<file path="config.mk">
export PLATFORM = sky130hd
export DESIGN_NAME = parity_scan_ctrl
export DESIGN_NICKNAME = d
export VERILOG_FILES = /design/src/rtl/parity_scan_ctrl_pkg.sv /design/src/rtl/parity_scan_ctrl_check.sv /design/src/rtl/parity_scan_ctrl.sv
export SDC_FILE = /design/constraint.sdc
export NUM_CORES = 1
export LEC_CHECK = 0
export ABC_AREA = 1
export ABC_CLOCK_PERIOD_IN_PS = 1650
export CORE_ASPECT_RATIO = 0.8
export CORE_UTILIZATION = 25
export DETAILED_ROUTE_END_ITERATION = 10
export SLEW_MARGIN = 20
export SYNTH_ARGS = -nofsm -noshare
export SYNTH_HDL_FRONTEND = slang
export SYNTH_HIERARCHICAL = 1
export SYNTH_SLANG_ARGS = --single-unit
</file>
<file path="constraint.sdc">
create_clock -name clk -period 1.65 [get_ports clk]
set_clock_uncertainty 0.05 [all_clocks]
set_input_delay 0.165 -clock clk [delete_from_list [all_inputs] [get_ports clk]]
set_output_delay 0.165 -clock clk [all_outputs]
set_load 0.1 [all_outputs]
</file>
<file path="src/rtl/parity_scan_ctrl_pkg.sv">
// Shared definitions for the parity ROM scanner and other parity-aware blocks.
package parity_scan_ctrl_pkg;

  typedef enum logic [1:0] {
    IDLE = 2'd0,
    SCAN = 2'd1,
    DONE = 2'd2
  } scan_state_t;

  localparam int DEF_AW = 3;
  localparam int DEF_DW = 8;

  // Expected stored parity bit for a word; zero-extension up to 32 bits leaves the XOR unchanged.
  function automatic logic parity_bit(input logic [31:0] word, input logic odd);
    return (^word) ^ odd;
  endfunction

endpackage

</file>
<file path="src/rtl/parity_scan_ctrl_check.sv">
// Combinational parity checker: flags a word whose stored parity bit disagrees with its contents.
module parity_check
  import parity_scan_ctrl_pkg::*;
#(
  parameter int DW         = DEF_DW,
  parameter bit ODD_PARITY = 1'b0
) (
  input  logic [DW-1:0] num,
  input  logic          parity,
  output logic          fail
);

  logic [31:0] word;

  assign word = 32'(num);
  assign fail = parity ^ parity_bit(word, ODD_PARITY);

endmodule

</file>
<file path="src/rtl/parity_scan_ctrl.sv">
// Walks every ROM address once per start request and collects parity error results.
module parity_scan_ctrl
  import parity_scan_ctrl_pkg::*;
#(
  parameter int AW         = DEF_AW,
  parameter int DW         = DEF_DW,
  parameter bit ODD_PARITY = 1'b0
) (
  input  logic              clk,
  input  logic              rst,
  input  logic              start,
  output logic [AW-1:0]     addr,
  input  logic [DW-1:0]     num,
  input  logic              parity,
  output logic              busy,
  output logic              done,
  output logic [AW:0]       err_count,
  output logic [AW-1:0]     first_err_addr,
  output logic              first_err_valid,
  output logic [2**AW-1:0]  err_map
);

  localparam logic [AW-1:0] LAST_ADDR = '1;

  scan_state_t state, state_nxt;
  logic        fail;

  parity_check #(
    .DW         (DW),
    .ODD_PARITY (ODD_PARITY)
  ) u_check (
    .num    (num),
    .parity (parity),
    .fail   (fail)
  );

  always_ff @(posedge clk) begin
    if (rst) state <= IDLE;
    else     state <= state_nxt;
  end

  always_comb begin
    state_nxt = state;
    busy      = 1'b0;
    done      = 1'b0;
    unique case (state)
      IDLE: if (start) state_nxt = SCAN;
      SCAN: begin
        busy = 1'b1;
        if (addr == LAST_ADDR) state_nxt = DONE;
      end
      DONE: begin
        done      = 1'b1;
        state_nxt = IDLE;
      end
      default: state_nxt = IDLE;
    endcase
  end

  // Address walk and result accumulation; results are cleared on the accepting edge.
  always_ff @(posedge clk) begin
    if (rst) begin
      addr            <= '0;
      err_count       <= '0;
      first_err_addr  <= '0;
      first_err_valid <= 1'b0;
      err_map         <= '0;
    end else begin
      unique case (state)
        IDLE: begin
          if (start) begin
            addr            <= '0;
            err_count       <= '0;
            first_err_addr  <= '0;
            first_err_valid <= 1'b0;
            err_map         <= '0;
          end
        end
        SCAN: begin
          if (fail) begin
            err_count     <= err_count + 1'b1;
            err_map[addr] <= 1'b1;
            if (!first_err_valid) begin
              first_err_addr  <= addr;
              first_err_valid <= 1'b1;
            end
          end
          if (addr != LAST_ADDR) addr <= addr + 1'b1;
        end
        default: ;
      endcase
    end
  end

endmodule

</file>
* After elaboration in Yosys (flattened, before gate mapping)
Index checks and enable logic that the tools add are counted.
Storage, ports and cells: flip-flop bits (word level) 21, bits of input ports 12, output and inout bits 21, logic and storage cells 51
Cells by class: add/sub/neg operators 2, order comparisons 2, equality and inequality tests 9, muxes and demuxes 22, bitwise gates (word level) 2, reductions and logical operators 8
Operators by type and width (count):
- $reduce_xor A32 Y1 | 1
- $mux W8 | 2
- $pmux W8 S2 | 1
- $mux W3 | 4
- $pmux W3 S2 | 2
- $ne A2 B2 Y1 const B | 5
- $mux W4 | 2
- $or A8 B8 Y8 | 1
- $pmux W4 S2 | 1
- $reduce_and A3 Y1 | 2
- $mux W1 | 5
- $add A4 B1 Y4 const B | 1
- $lt A3 B4 Y1 const B | 1
- $mux W2 | 2
- $pmux W2 S2 | 1
- $reduce_and A4 Y1 | 1
- $add A3 B1 Y3 const B | 1
- $demux W1 S3 | 1
- $eq A3 B3 Y1 const B | 1
- $ge A3 B1 Y1 const B | 1
- $ne A3 B3 Y1 const B | 1
- $eq A2 B1 Y1 const B | 1
- $eq A2 B2 Y1 const B | 1
- $logic_not A2 Y1 | 1
- other kinds (5) | 5

* Logic depth before layout (Yosys ltp)
depth after elaboration 7, depth in mapped cells 17, mapped depth without buffers 17

* Hierarchy
The synthesis kept the hierarchy.
By module, submodules not included:
- parity_scan_ctrl | instances 1, cells an instance 132, area each 942.2 µm²
- parity_check | instances 1, cells an instance 38, area each 163.9 µm²

* Least setup slack after synthesis
OpenSTA, ideal clock, no wires.
kind register -> register, from reg addr[0], to reg addr[0], setup time 64 ps, arrival 1848 ps, required time 1536 ps, path slack -312 ps, stages on the path, launching flop included 8, buffers on the path 0, period minus slack after synthesis 1962 ps, cells stage by stage dfxtp_1 ha_1 ha_1 inv_1 nand2_2 and2_1 nor2_1 nor2_1
On the way: cells in the longest elaborated chain, start to end 3, elaborated cells between the ends (all ways) 6, those cells by class 1 x add/sub; 2 x eq/ne; 2 x mux; 1 x reduce/logical
RTL lines:
- start, declared | line parity_scan_ctrl.sv:12 | output logic [AW-1:0] addr,
- start signal, assigned | line parity_scan_ctrl.sv:88 | if (addr != LAST_ADDR) addr <= addr + 1'b1;
- $add A3 B1 Y3 / $ne A3 B3 Y1 (equally long branches) | line parity_scan_ctrl.sv:88
- $mux W3 / $ne A2 B2 Y1 (equally long branches)
- $pmux W3 S2 / $reduce_and A3 Y1 (equally long branches)
Parallel ways exist; a longest one is shown, timed or not. The select of a mux whose other input is x is not followed. A chain may end at the register's enable or synchronous reset.

* Worst setup path after layout
from in parity, to reg err_count[3]
On the way: cells in the longest elaborated chain, start to end 3
RTL lines:
- start, declared | line parity_scan_ctrl.sv:14 | input logic parity,
- $xor A1 B1 Y1 | line parity_scan_ctrl_check.sv:16 | assign fail = parity ^ parity_bit(word, ODD_PARITY);
- net fail | line parity_scan_ctrl.sv:26 | logic fail;
- $ne A2 B2 Y1 (no line)
- $reduce_and A3 Y1 (no line)
- end signal, assigned | line parity_scan_ctrl.sv:81 | err_count <= err_count + 1'b1;
- end, declared | line parity_scan_ctrl.sv:17 | output logic [AW:0] err_count,
The timed path passes the listed nets, and every way through them passes these cells.

==> reports/metrics.csv <==
metric,value,unit
final_area,1819,um^2
swShare,37.83,%
drc,0,
synth_top_cell_by_area,dfxtp_1,
ff2ff_path_depth,7,
die_y,61.50,um
synth.distinct_cells,19,
cts_hold_buf,0,
vias,1110,
drt-total-wl,2582,um
crit_path_max_incr_delay,480,ps
cts_root_buf,clkbuf_8,
cts_tree,done,
final_core_utilization,43.27,%
cp.depth,14,
p_comb_share,36.0,%
status,"finished, final reports clean",
holdPathStages,2,
dr.pass1.iters,4,
crit_family,simple AND/OR/NAND/NOR gates,
setup_viol,0,
path_clk_slew,80,ps
crit_path_frequent_cell,nand2_1,
syn_avg_cell_area,6.506,um^2
track_usage,12.82,%
fin_cells,263,
worstPathMaxFanout,5,
synth_area_leaders,"dfxtp_1, nand2_1, nor2_1, inv_1, a21oi_1",
grt_overflow_total,0,
grt_pass1_wl,4623,um
internal_power,0.0008973,W
fp.coreArea,4204,um^2
drive_above_1_share,24.76,%
cp-end-kind,flip-flop,
ys_async_sr_fraction,0,%
post_dp_cell_area,1732,um^2
die_area,4696,um^2
r2r-end,addr[1],
htreeDepth,1,
total_leakage_power,0.8767,nW
synthFlopType,dfxtp_1,
reg2reg_from,addr[0],
synth_top_cells_by_count,"nand2_1, nor2_1, dfxtp_1",
synth_edf_count,0,
syn_inst,170,
insertedDiodeCount,0,
hold_end,first_err_valid,
syn_nets,185,
fin_crit_sh,88.03,%
cp-start-kind,primary input,
wire_per_inst,9.817,um
dp.cells,259,
pwr-share-clk,24.2,%
rsz0062_at_grt,false,
layout.nets,222,
synth_top_area_share,38.01,%
r2r_slack,220,ps
max_slew_margin,70.21,%
numCtsBuffers,3,
finalCriticalPeriod,1453,ps
io-pin-count,33,
viasPerCell,4.221,
ys_ff_latch,21,
cp_num_buf_inv,3,
clock_latency,260,ps
hold_viol,0,
yosysWarnings,6,
antenna_found_initial,0,
switchingPower,0.0005461,W
dp_hpwl,1955,um
crit_required,1770,ps
clock_path_buffers,2,
place_congestion,0.7478,
criticalPathCategory,primary input to flip-flop,
holdWs,462.4,ps
yosysMostFrequentCell,nand2_1,
io_buffers,32,
grt_pass1_vias,1033,
ant_nets,0,
die_w,76.37,um
syn_to_final_growth,64.48,%
drv_slew,0,
max_cap_violations,0,
seq_power_share,39.8,%
hp-start,first_err_valid,
start_util,26.31,%
vdd_ir_drop_max,0.0003946,V
syn-cell-area,1106,um^2
ys_seq_area_share,38.01,%
p_per_area,793.4,nW/um^2
cts.sinks,21,
row_count,21,
min_path_type,flip-flop to flip-flop,
drt-initial-drc-count,28,
arrival,1570,ps
cp_cell_sequence,clkdlybuf4s50_1 > inv_1 > nand2_2 > nand2_1 > nand2_2 > nand2_1 > nand2_1 > nand2_1 > inv_2 > nand3_2 > nor2_1 > nand2_1 > nand2_1 > nor2_1,
grt_max_degree,15,
worst_slew_pin_slew,446.3,ps
fmax,688.4,MHz
slowest_stage,clkdlybuf4s50_1,
## metrics by stage
stage	TNS [ps]	total power, W	worst slack (ps)
after floorplan	0	0.0009093	34.98
after global placement	-1830	0.001093	-204.2
after detailed placement	-2565	0.001098	-243.0
after CTS	0	0.001441	39.65
after global routing	0	0.001519	40.03
final	0	0.001443	197.4
## power by group through the flow
stage | clock network, W | registers (W) | logic (W)
6_report | 0.000350 | 0.000574 | 0.000520
5_1_grt | 0.000374 | 0.000579 | 0.000565
4_1_cts | 0.000354 | 0.000574 | 0.000513
3_5_place_dp | 0 | 0.000586 | 0.000512
3_3_place_gp | 0 | 0.000586 | 0.000507
2_1_floorplan | 0 | 0.000729 | 0.000181
## per-layer routing
metal  vias up  share of wire (%)  track usage [%]
met5         -                  0                0
met4         0                1.7            5.769
met3         4                4.2            3.556
met2        20                 42            21.62
met1       486                 52            15.73
li1        600                  -                -
## worst max path at each step
stage,endpoint,slack (ps),start
final,err_count[3],200,parity
after CTS,first_err_addr[1],40,num[0]
after global placement,first_err_addr[1],-200,num[0]
after detailed placement,first_err_addr[1],-240,num[1]
after floorplan,err_count[3],30,err_count[2]
after global routing,first_err_addr[1],40,parity
## logic make-up (layout without fill, tap and decap cells)
| logic type | Yosys count | in the layout | share of synthesized area, % |
|---|---|---|---|
| xor gates and xnor gates | 2 | 2 | 1.584 |
| adders and majority gates | 3 | 3 | 3.394 |
| AOI/OAI and AO/OA | 20 | 20 | 9.276 |
| DFF | 21 | 21 | 38.01 |
| buffers and inverters | 25 | 61 | 9.274 |
| and+or+nand+nor | 99 | 99 | 38.46 |
## cells in the final DEF (no fill, tap or decap)
master           synthesis  layout
a21boi_0                 1       1
a21oi_1                 13      13
and2_1                   1       1
buf_12                   0      22
buf_4                    2       2
clkbuf_1                 0       1
clkbuf_8                 0       3
clkdlybuf4s50_1          0       3
dfxtp_1                 21      16
dfxtp_2                  0       5
dlymetal6s2s_1           0       8
ha_1                     3       3
inv_1                   18      17
inv_2                    4       4
inv_4                    0       1
nand2_1                 41      39
nand2_2                  6       7
nand2_4                  0       1
nand3_1                  9       9
nand3_2                  2       2
nand3b_1                 1       1
nor2_1                  37      35
nor2_2                   0       2
nor2_4                   1       1
nor3_1                   1       1
o21ai_0                  6       6
xor2_1                   2       1
xor2_2                   0       1
## area by class of cell
class | instances | area (um^2)
multi-input cells | 124 | 605.6
flip-flops and latches | 21 | 426.7
clock buffers | 4 | 45.04
inverters | 22 | 85.08
repair buffers | 35 | 585.6
well taps | 57 | 71.32
fillers | 410 | 2385
## registers in the layout, indices dropped and copies added, names as in the netlist
signal           flops
addr                 3
err_count            4
err_map              8
first_err_addr       3
first_err_valid      1
state                2
## timing repair
item / 4_1_cts / 5_1_grt
gates resized for setup: 0 / 15
buffers inserted: 0 / 0
setup endpoints to repair: 0 / 15
## worst min-delay path, stage by stage (launching register included)
cell and delay (ps):
dfxtp_1 360, inv_1 60, a21oi_1 50
No activity file was read; power rests on OpenSTA's default activity.
